### src/rtl/uart_fifo_pkg.sv
// Shared helpers for the UART sync FIFO: the count-width calculation and
// the parameter-set sanity check used at elaboration.
package uart_fifo_pkg;

    // Width needed to hold an occupancy value from 0 up to depth inclusive.
    function automatic int count_bits(input int depth);
        return $clog2(depth + 1);
    endfunction

    // A parameter set is legal when the depth is a power of two of at
    // least 2 and the almost-empty level sits strictly below almost-full.
    function automatic bit params_ok(input int depth, input int af_level,
                                     input int ae_level);
        return (depth >= 2) && ((depth & (depth - 1)) == 0) &&
               (ae_level < af_level);
    endfunction

endpackage

### src/rtl/uart_sync_fifo_if.sv
// Host-side handshake and status bundle of the UART sync FIFO.
interface uart_sync_fifo_if
    import uart_fifo_pkg::*;
#(
    parameter int DATA_BITS  = 8,
    parameter int FIFO_DEPTH = 16
);
    localparam int CW = count_bits(FIFO_DEPTH);

    logic                 flush;
    logic                 wr_en;
    logic [DATA_BITS-1:0] wr_data;
    logic                 rd_en;
    logic                 clear_err;
    logic [DATA_BITS-1:0] rd_data;
    logic                 rd_valid;
    logic [CW-1:0]        count;
    logic                 empty;
    logic                 full;
    logic                 almost_empty;
    logic                 almost_full;
    logic                 overflow;
    logic                 underflow;

    // Requester side: issues pushes, pops, flushes and error clears.
    modport master (
        output flush, wr_en, wr_data, rd_en, clear_err,
        input  rd_data, rd_valid, count, empty, full, almost_empty,
               almost_full, overflow, underflow
    );

    // FIFO side.
    modport slave (
        input  flush, wr_en, wr_data, rd_en, clear_err,
        output rd_data, rd_valid, count, empty, full, almost_empty,
               almost_full, overflow, underflow
    );
endinterface

### src/rtl/uart_fifo_mem.sv
// Simple dual-port storage array: synchronous write, asynchronous read.
module uart_fifo_mem #(
    parameter int DATA_BITS = 8,
    parameter int DEPTH     = 16,
    parameter int PW        = $clog2(DEPTH)
) (
    input  logic                 clk,
    input  logic                 we,
    input  logic [PW-1:0]        waddr,
    input  logic [DATA_BITS-1:0] wdata,
    input  logic [PW-1:0]        raddr,
    output logic [DATA_BITS-1:0] rdata
);
    logic [DATA_BITS-1:0] mem [DEPTH];

    // Store the incoming word at the write pointer.
    // NOTE: the array has no reset; emptiness is tracked by pointers and
    // count, so stale contents are never observed and the array can map
    // onto plain RAM.
    always_ff @(posedge clk) begin
        if (we) mem[waddr] <= wdata;
    end

    assign rdata = mem[raddr];
endmodule

### src/rtl/uart_sync_fifo.sv
// Single-clock circular-buffer FIFO between the UART and the host reader,
// with level count, threshold flags, sticky errors, flush and FWFT option.
module uart_sync_fifo
    import uart_fifo_pkg::*;
#(
    parameter int DATA_BITS  = 8,
    parameter int FIFO_DEPTH = 16,
    parameter int AF_LEVEL   = FIFO_DEPTH - 2,
    parameter int AE_LEVEL   = 2,
    parameter int FWFT       = 1
) (
    input logic             clk,
    input logic             rst_n,
    uart_sync_fifo_if.slave bus
);
    localparam int PW = $clog2(FIFO_DEPTH);
    localparam int CW = count_bits(FIFO_DEPTH);

    if (!params_ok(FIFO_DEPTH, AF_LEVEL, AE_LEVEL)) begin : g_bad_params
        $error("uart_sync_fifo: depth must be a power of two >= 2 and AE_LEVEL < AF_LEVEL");
    end

    logic [PW-1:0]        wptr, rptr;
    logic [CW-1:0]        count_q;
    logic                 ovf_q, udf_q;
    logic [DATA_BITS-1:0] mem_rdata;
    logic                 empty_w, full_w;
    logic                 rd_ok, wr_ok, ovf_evt, udf_evt;

    // Flags decode only the registered count, never the request inputs.
    assign empty_w = (count_q == '0);
    assign full_w  = (count_q == CW'(FIFO_DEPTH));

    // A write into a full FIFO is still taken when a read frees a slot in
    // the same cycle; a write never rescues a read of an empty FIFO.
    assign rd_ok   = bus.rd_en && !empty_w;
    assign wr_ok   = bus.wr_en && (!full_w || rd_ok);
    assign ovf_evt = !bus.flush && bus.wr_en && !wr_ok;
    assign udf_evt = !bus.flush && bus.rd_en && empty_w;

    // Pointer, count and sticky error state; flush beats read/write.
    // NOTE: state is updated with non-blocking assignments so every
    // register samples the pre-edge values of its neighbours.
    always_ff @(posedge clk or negedge rst_n) begin
        if (!rst_n) begin
            wptr    <= '0;
            rptr    <= '0;
            count_q <= '0;
            ovf_q   <= 1'b0;
            udf_q   <= 1'b0;
        end else begin
            if (bus.flush) begin
                wptr    <= '0;
                rptr    <= '0;
                count_q <= '0;
            end else begin
                if (wr_ok) wptr <= wptr + PW'(1);
                if (rd_ok) rptr <= rptr + PW'(1);
                if (wr_ok && !rd_ok)      count_q <= count_q + CW'(1);
                else if (rd_ok && !wr_ok) count_q <= count_q - CW'(1);
            end
            // A fresh error in the same cycle outranks the clear.
            ovf_q <= ovf_evt || (ovf_q && !bus.clear_err);
            udf_q <= udf_evt || (udf_q && !bus.clear_err);
        end
    end

    uart_fifo_mem #(
        .DATA_BITS (DATA_BITS),
        .DEPTH     (FIFO_DEPTH),
        .PW        (PW)
    ) u_mem (
        .clk   (clk),
        .we    (wr_ok && !bus.flush),
        .waddr (wptr),
        .wdata (bus.wr_data),
        .raddr (rptr),
        .rdata (mem_rdata)
    );

    if (FWFT != 0) begin : g_fwft
        // Head word is shown directly; forced to zero while empty so the
        // output never exposes stale or uninitialised storage.
        assign bus.rd_data  = empty_w ? '0 : mem_rdata;
        assign bus.rd_valid = !empty_w;
    end else begin : g_registered
        logic [DATA_BITS-1:0] rd_data_q;
        logic                 rd_valid_q;

        // Capture the head word on an accepted pop; valid pulses one cycle.
        always_ff @(posedge clk or negedge rst_n) begin
            if (!rst_n) begin
                rd_data_q  <= '0;
                rd_valid_q <= 1'b0;
            end else begin
                rd_valid_q <= rd_ok && !bus.flush;
                if (rd_ok && !bus.flush) rd_data_q <= mem_rdata;
            end
        end

        assign bus.rd_data  = rd_data_q;
        assign bus.rd_valid = rd_valid_q;
    end

    assign bus.count        = count_q;
    assign bus.empty        = empty_w;
    assign bus.full         = full_w;
    assign bus.almost_empty = (count_q <= CW'(AE_LEVEL));
    assign bus.almost_full  = (count_q >= CW'(AF_LEVEL));
    assign bus.overflow     = ovf_q;
    assign bus.underflow    = udf_q;
endmodule

### src/flat_wrapper.sv
// flat-port wrapper written by rule: the top's interface ports become plain ports
module uart_sync_fifo_flat import uart_fifo_pkg::*;
#(
    parameter int DATA_BITS  = 8,
    parameter int FIFO_DEPTH = 16,
    parameter int AF_LEVEL   = FIFO_DEPTH - 2,
    parameter int AE_LEVEL   = 2,
    parameter int FWFT       = 1
)
  (clk, rst_n, bus_flush, bus_wr_en, bus_wr_data, bus_rd_en, bus_clear_err, bus_rd_data, bus_rd_valid, bus_count, bus_empty, bus_full, bus_almost_empty, bus_almost_full, bus_overflow, bus_underflow);
  uart_sync_fifo_if #(.DATA_BITS(DATA_BITS), .FIFO_DEPTH(FIFO_DEPTH)) bus_i ();
  input logic clk;
  input logic rst_n;
  input wire logic [$bits(bus_i.flush)-1:0] bus_flush;
  input wire logic [$bits(bus_i.wr_en)-1:0] bus_wr_en;
  input wire logic [$bits(bus_i.wr_data)-1:0] bus_wr_data;
  input wire logic [$bits(bus_i.rd_en)-1:0] bus_rd_en;
  input wire logic [$bits(bus_i.clear_err)-1:0] bus_clear_err;
  output wire logic [$bits(bus_i.rd_data)-1:0] bus_rd_data;
  output wire logic [$bits(bus_i.rd_valid)-1:0] bus_rd_valid;
  output wire logic [$bits(bus_i.count)-1:0] bus_count;
  output wire logic [$bits(bus_i.empty)-1:0] bus_empty;
  output wire logic [$bits(bus_i.full)-1:0] bus_full;
  output wire logic [$bits(bus_i.almost_empty)-1:0] bus_almost_empty;
  output wire logic [$bits(bus_i.almost_full)-1:0] bus_almost_full;
  output wire logic [$bits(bus_i.overflow)-1:0] bus_overflow;
  output wire logic [$bits(bus_i.underflow)-1:0] bus_underflow;
  assign bus_i.flush = bus_flush;
  assign bus_i.wr_en = bus_wr_en;
  assign bus_i.wr_data = bus_wr_data;
  assign bus_i.rd_en = bus_rd_en;
  assign bus_i.clear_err = bus_clear_err;
  assign bus_rd_data = bus_i.rd_data;
  assign bus_rd_valid = bus_i.rd_valid;
  assign bus_count = bus_i.count;
  assign bus_empty = bus_i.empty;
  assign bus_full = bus_i.full;
  assign bus_almost_empty = bus_i.almost_empty;
  assign bus_almost_full = bus_i.almost_full;
  assign bus_overflow = bus_i.overflow;
  assign bus_underflow = bus_i.underflow;
  uart_sync_fifo #(.DATA_BITS(DATA_BITS), .FIFO_DEPTH(FIFO_DEPTH), .AF_LEVEL(AF_LEVEL), .AE_LEVEL(AE_LEVEL), .FWFT(FWFT)) u_core (.clk(clk), .rst_n(rst_n), .bus(bus_i));
endmodule
### config.mk
export PLATFORM = sky130hd
export DESIGN_NAME = uart_sync_fifo_flat
export DESIGN_NICKNAME = d
export VERILOG_FILES = /design/src/rtl/uart_fifo_pkg.sv /design/src/rtl/uart_sync_fifo_if.sv /design/src/rtl/uart_fifo_mem.sv /design/src/rtl/uart_sync_fifo.sv /design/src/flat_wrapper.sv
export SDC_FILE = /design/constraint.sdc
export NUM_CORES = 1
export LEC_CHECK = 0
export ABC_AREA = 1
export ABC_CLOCK_PERIOD_IN_PS = 2400
export BUFFER_PORTS_ARGS = -buffer_cell sky130_fd_sc_hd__buf_2
export CAP_MARGIN = 20
export CORE_AREA = 10 10 124 126
export CTS_CLUSTER_DIAMETER = 50
export CTS_CLUSTER_SIZE = 16
export DETAILED_ROUTE_END_ITERATION = 12
export DIE_AREA = 0 0 134 136
export PLACE_DENSITY = 0.62
export SLEW_MARGIN = 20
export SYNTH_ARGS = -nofsm -noshare
export SYNTH_HDL_FRONTEND = slang
export SYNTH_SLANG_ARGS = --single-unit
export TNS_END_PERCENT = 10
### constraint.sdc
create_clock -name clk -period 2.4 [get_ports clk]
set_clock_uncertainty 0.05 [all_clocks]
set_input_delay 0.6 -clock clk [delete_from_list [all_inputs] [get_ports clk]]
set_output_delay 0.6 -clock clk [all_outputs]
set_load 0.005 [all_outputs]
# Word-level counts from Yosys, hierarchy flattened

Memories as Yosys holds them, arrays and structs flattened.
Index checks and enable logic that the tools add are counted.

Flip-flop bits (word level): 15
Memory bits (writable): 128
Output and inout bits: 20
Word-level logic and storage cells: 47
Memories kept: 1

Add/sub/neg operators: 4
Order comparisons: 2
Equal/unequal tests: 1
Mux-type cells: 10
Reductions and logical operators: 24

Memory list:

| name             | words | width | read ports | clocked after memory_dff | write ports | RTL line            | source |
|---|---|---|---|---|---|---|---|
| u_core.u_mem.mem | 16    | 8     | 1          | 0                        | 1           | uart_fifo_mem.sv:14 | `logic [DATA_BITS-1:0] mem [DEPTH];` |

Operators with widths:

| operator                                                           | count |
|---|---|
| 2-to-1 mux 4 bit                                                   | 4 |
| 2-to-1 mux 5 bit                                                   | 3 |
| logical AND 1 bit                                                  | 11 |
| adder 4 x 1 -> 4 bit (second input constant)                       | 2 |
| 2-to-1 mux 8 bit                                                   | 1 |
| logical NOT 1 bit                                                  | 6 |
| adder 5 x 1 -> 5 bit (second input constant)                       | 1 |
| == test 5 bit (second input constant)                              | 1 |
| greater-or-equal comparator 5 x 4 -> 1 bit (second input constant) | 1 |
| <= comparator 5 x 2 -> 1 bit (second input constant)               | 1 |
| logical NOT 5 bit                                                  | 1 |
| subtractor 5 x 1 -> 5 bit (second input constant)                  | 1 |
| nonzero test 2 bit                                                 | 2 |
| logical OR 1 bit                                                   | 3 |
| nonzero test 3 bit                                                 | 1 |
| 2-to-1 mux 1 bit                                                   | 2 |

# Depth between registers and ports, before layout

Depth in word-level cells: 10
Gate-level depth with buffers: 14
Gate-level depth less buffers: 14

# Modules after synthesis

Synthesis repeated with hierarchy kept, for this count alone.

Cells, all modules: 670
Area total of the unflattened synthesis: 6,646.4 um^2

By module, submodules not included:

| module         | instances | cells each | area each (um^2) |
|---|---|---|---|
| uart_fifo_mem  | 1         | 543        | 5,606.6 |
| uart_sync_fifo | 1         | 127        | 1,039.7 |

# Worst setup path after synthesis

OpenSTA, ideal clock, no wires.

Kind: in2reg
Start point: in bus_flush
End point: mem u_core.u_mem.mem[13][0], enable pin
Data arrival time: 1.685 ns
Data required time: 1.967 ns
Path slack: 0.282 ns
Cell stages on the path: 5
Path buffers: 2
Cells stage by stage: buf_2 inv_1 buf_6 nand2_4 nor3_1

Cells in the longest elaborated chain, start to end: 4

RTL lines:

| what                                   | RTL line             | source |
|---|---|---|
| from (decl)                            | flat_wrapper.sv:14   | `input wire logic [$bits(bus_i.flush)-1:0] bus_flush;` |
| logical NOT 1 bit                      | uart_sync_fifo.sv:74 | `.we (wr_ok && !bus.flush),` |
| logical AND 1 bit                      | uart_sync_fifo.sv:74 |  |
| 2-to-1 mux 1 bit                       | uart_fifo_mem.sv:21  | `if (we) mem[waddr] <= wdata;` |
| 2-to-1 mux 1 bit (implied by the code) | uart_fifo_mem.sv:21  |  |
| to (decl)                              | uart_fifo_mem.sv:14  |  |

No other way between the ends.

# Final worst setup path

Start point: reg u_core.rptr[0]
End point: out bus_rd_data[7]

Cells in the longest elaborated chain, start to end: 2

RTL lines:

| what                   | RTL line             | source |
|---|---|---|
| from (decl)            | uart_sync_fifo.sv:23 | `logic [PW-1:0] wptr, rptr;` |
| from (signal assigned) | uart_sync_fifo.sv:58 | `if (rd_ok) rptr <= rptr + PW'(1);` |
| memory (16 x 8 bit)    | -                    |  |
| 2-to-1 mux 8 bit       | uart_sync_fifo.sv:84 | `assign bus.rd_data = empty_w ? '0 : mem_rdata;` |
| to (decl)              | flat_wrapper.sv:19   | `output wire logic [$bits(bus_i.rd_data)-1:0] bus_rd_data;` |

No other way between the ends.

==> metrics.md <==
| Metric | Value |
|---|---|
| Status | `finished, violations left` |
| Failing checks | `negative setup slack` |
| Fin util | `0.614` |
| RSZ-0062 raised after global routing | `true` |
| Critical path startpoint category | `flip-flop` |
| CTS Buf Count | `17` |
| Die Wd | `134 um` |
| Clock Path Buffers | `2` |
| Layout area overhead | `26.7%` |
| Multi-input combinational cell area | `0.00208 mm2` |
| Worst-Margin Slew | `0.436 ns` |
| Crit-path cells | `buf_12 > clkinv_16 > clkbuf_16 > nand2_2 > nand3_2 > nand3_2 > nand2_1 > nand2_1 > a21oi_2 > buf_2` |
| Die H | `136 um` |
| RePlAce Congestion | `0.776` |
| Top post-synthesis cells by area | `edfxtp_1, nand2_1, nand3_1` |
| Tcrit/Tclk final | `1.06` |
| Skew-Pair Late Insertion Delay | `0.42 ns` |
| Leak | `0.00311 uW` |
| Pin count of the biggest net entering global routing | `34` |
| Main synth FF type | `edfxtp_1` |
| Global-route wire length before repair | `24.0 mm` |
| Reg2reg path depth | `13` |
| Gate Count Post-Synth | `566` |
| Mapped Area | `0.00628 mm2` |
| Initial antenna violation count | `0` |
| PwrDens | `1040 mW/mm2` |
| DIE AREA | `0.0182 mm2` |
| Hold/Removal Path Class | `in2async` |
| DRC Markers | `0` |
| WP data required | `1.75 ns` |
| #FFs+latches synth | `143` |
| Vias after detailed routing | `4535` |
| CP max-delay cell | `dfrtp_2` |
| Placed wire-length estimate | `9.05 mm` |
| Fmax | `392 MHz` |
| Share of cells above drive strength 1 | `0.299` |
| CORE AREA | `0.0130 mm2` |
| Syn avg cell area | `11.1 um2` |
| WP data arrival | `1.90 ns` |
| Fin worst setup slack | `-0.150 ns` |
| Post-synth top area share | `0.612` |
| Ys async rst share | `0.105` |
| Vias in the first global route | `4445` |
| Distinct cell type count after synthesis | `29` |
| Hold Buf Count CTS | `0` |
| Register area share after synthesis | `0.671` |
| Syn_nets | `590` |
| Antenna fix cells | `0` |
| I/O pins | `34` |
| PortBufs | `33` |
| Final Hold Vio Count | `0` |
| Worst-path clk slew | `0.06 ns` |
| TritonCTS clock tree | `built` |
| Pins Over Slew Limit | `0` |
| FILL cells | `1016` |
| DR pass1 iterations | `5` |
| DR WL/cell | `19.7 um` |
| Final net count | `660` |
| CTS Root Cell | `clkbuf_16` |
| CTS H-Tree Depth | `4` |
| Crit path buf inv count | `4` |
| WP depth | `10` |
| Starting Density | `0.484` |
| Routed wire length | `16.2 mm` |
| Largest delay share family, worst path | `buffers and inverters` |
| Antenna-violating nets left | `0` |
| Register area | `0.00422 mm2` |
| Cell taking the most area after synthesis | `edfxtp_1` |
| Vias/cell | `5.50` |
| GRT Overall Usage | `0.172` |
| Post-route cell area | `0.00796 mm2` |
| Maximum capacitance violations | `0` |
| Crit-path max FO | `8` |
| Delay of the slowest critical-path stage | `0.41 ns` |
| Critical Path End Type | `primary output` |
| Clock Sinks | `143` |
| Site Rows | `42` |
| Yosys warns | `0` |
| Number of synthesized flops with an enable pin | `128` |
| Final min period | `2.55 ns` |
| Peak VDD IR | `0.000601 V` |
| # setup viols final | `8` |
| Grt ovf | `0` |
| Iter 0 DRT Violations | `477` |
| Placement Cell Area | `0.00676 mm2` |
| Slew HR | `0.709` |
| Crit path kind | `reg2out` |
## kinds of logic (layout without fill, tap and decap cells)
family	count (synthesis)	in the layout	synth area share
flops	143	143	0.671
compound gates	21	21	0.0199
buf+inv	52	135	0.0426
fa+ha+maj	10	10	0.0211
simple gates	336	336	0.239
xor+xnor	4	4	0.00557
## layout by cell type, fill, tap and decap left out, types with 14 or more instances in the layout
cell type / n
buf_2: 33
buf_4: 28
clkbuf_16: 25
dfrtp_1: 14
edfxtp_1: 128
inv_1: 21
nand2_1: 154
nand2_2: 31
nand3_1: 84
nand3_2: 33
## per-layer routing
metal	track usage	part of all wire	wire length (um)	up-vias
li1	-	-	-	2102
met1	0.221	0.42	6870	2210
met2	0.269	0.47	7710	194
met3	0.0520	0.081	1310	29
met4	0.0647	0.021	346	0
met5	0	0	0	-
## repair_timing
action                     CTS  global route
pin swaps                    2            35
cloned                       3            10
setup buffers                4             1
resized for setup           19            69
setup endpoints to repair    9            10
## metrics by stage
stage / hold WS [ns] / power [uW] / worst slack (ns) / std cells / TNS, ns
floorplan: 0.254 / 4280 / 0.282 / 566 / 0
global placement: 0.461 / 4870 / 0.195 / 778 / 0
detailed placement: 0.478 / 4900 / 0.141 / 778 / 0
CTS: 0.0461 / 7780 / -0.160 / 817 / -1.20
global route: 0.0442 / 8730 / -0.246 / 825 / -1.78
finish: 0.0402 / 8290 / -0.150 / 825 / -0.985
## flip-flops by register name, summed over array words and instances, names as in the netlist
| name | cells |
|---|---|
| u_core.u_mem.mem | 128 |
| u_core.bus.count | 5 |
| u_core.rptr | 4 |
| u_core.wptr | 4 |
| u_core.bus.overflow | 1 |
| u_core.bus.underflow | 1 |
## cell type report
type                            instances  share of cell area
Multi-Input combinational cell        371               0.261
Clock inverter                         14              0.0181
Tap cell                              176              0.0277
Sequential cell                       143               0.530
Timing Repair inverter                  1             0.00204
Clock buffer                           18              0.0539
Inverter                               25              0.0152
Timing Repair Buffer                   77              0.0922
## path summary, 6_finish.rpt
path | startpoint | slack [ns] | end
max | u_core.rptr[0]$_DFFE_PN0P_ | -0.15 | bus_rd_data[7]
min | rst_n | 0.04 | u_core.bus.count[1]$_DFFE_PN0P_
max reg2reg | u_core.bus.count[1]$_DFFE_PN0P_ | 0.18 | u_core.bus.count[4]$_DFFE_PN0P_
min reg2reg | u_core.rptr[2]$_DFFE_PN0P_ | 0.48 | u_core.rptr[2]$_DFFE_PN0P_
max in group asynchronous | rst_n | 1.96 | u_core.rptr[0]$_DFFE_PN0P_
min in group clk | bus_clear_err | 0.33 | u_core.bus.overflow$_DFF_PN0_
## Yosys cell counts (2+ instances only)
cell	count
nand2_4	3
nor2_1	11
buf_4	6
edfxtp_1	128
buf_2	10
dfrtp_1	15
nand3_1	116
nor2_4	3
inv_1	21
xor2_1	4
o21ai_0	7
buf_6	5
nand2_1	186
a21oi_1	10
clkinv_1	3
nor3_1	12
buf_1	2
ha_1	9
nand3_4	2
clkbuf_1	4
## power by group
group / internal, uW / switching, uW
registers: 2790 / 90.5
logic: 1190 / 1680
clock network: 1520 / 1000
## worst reg2reg max path, delay by kind of cell, from the launching register on
family / cells / cell delay (ns)
AND/OR/NAND/NOR: 12 / 1.12
adder cells (fa/ha/maj): 1 / 0.46
flip-flops: 1 / 0.48
Power figures use the tool's default switching activity.
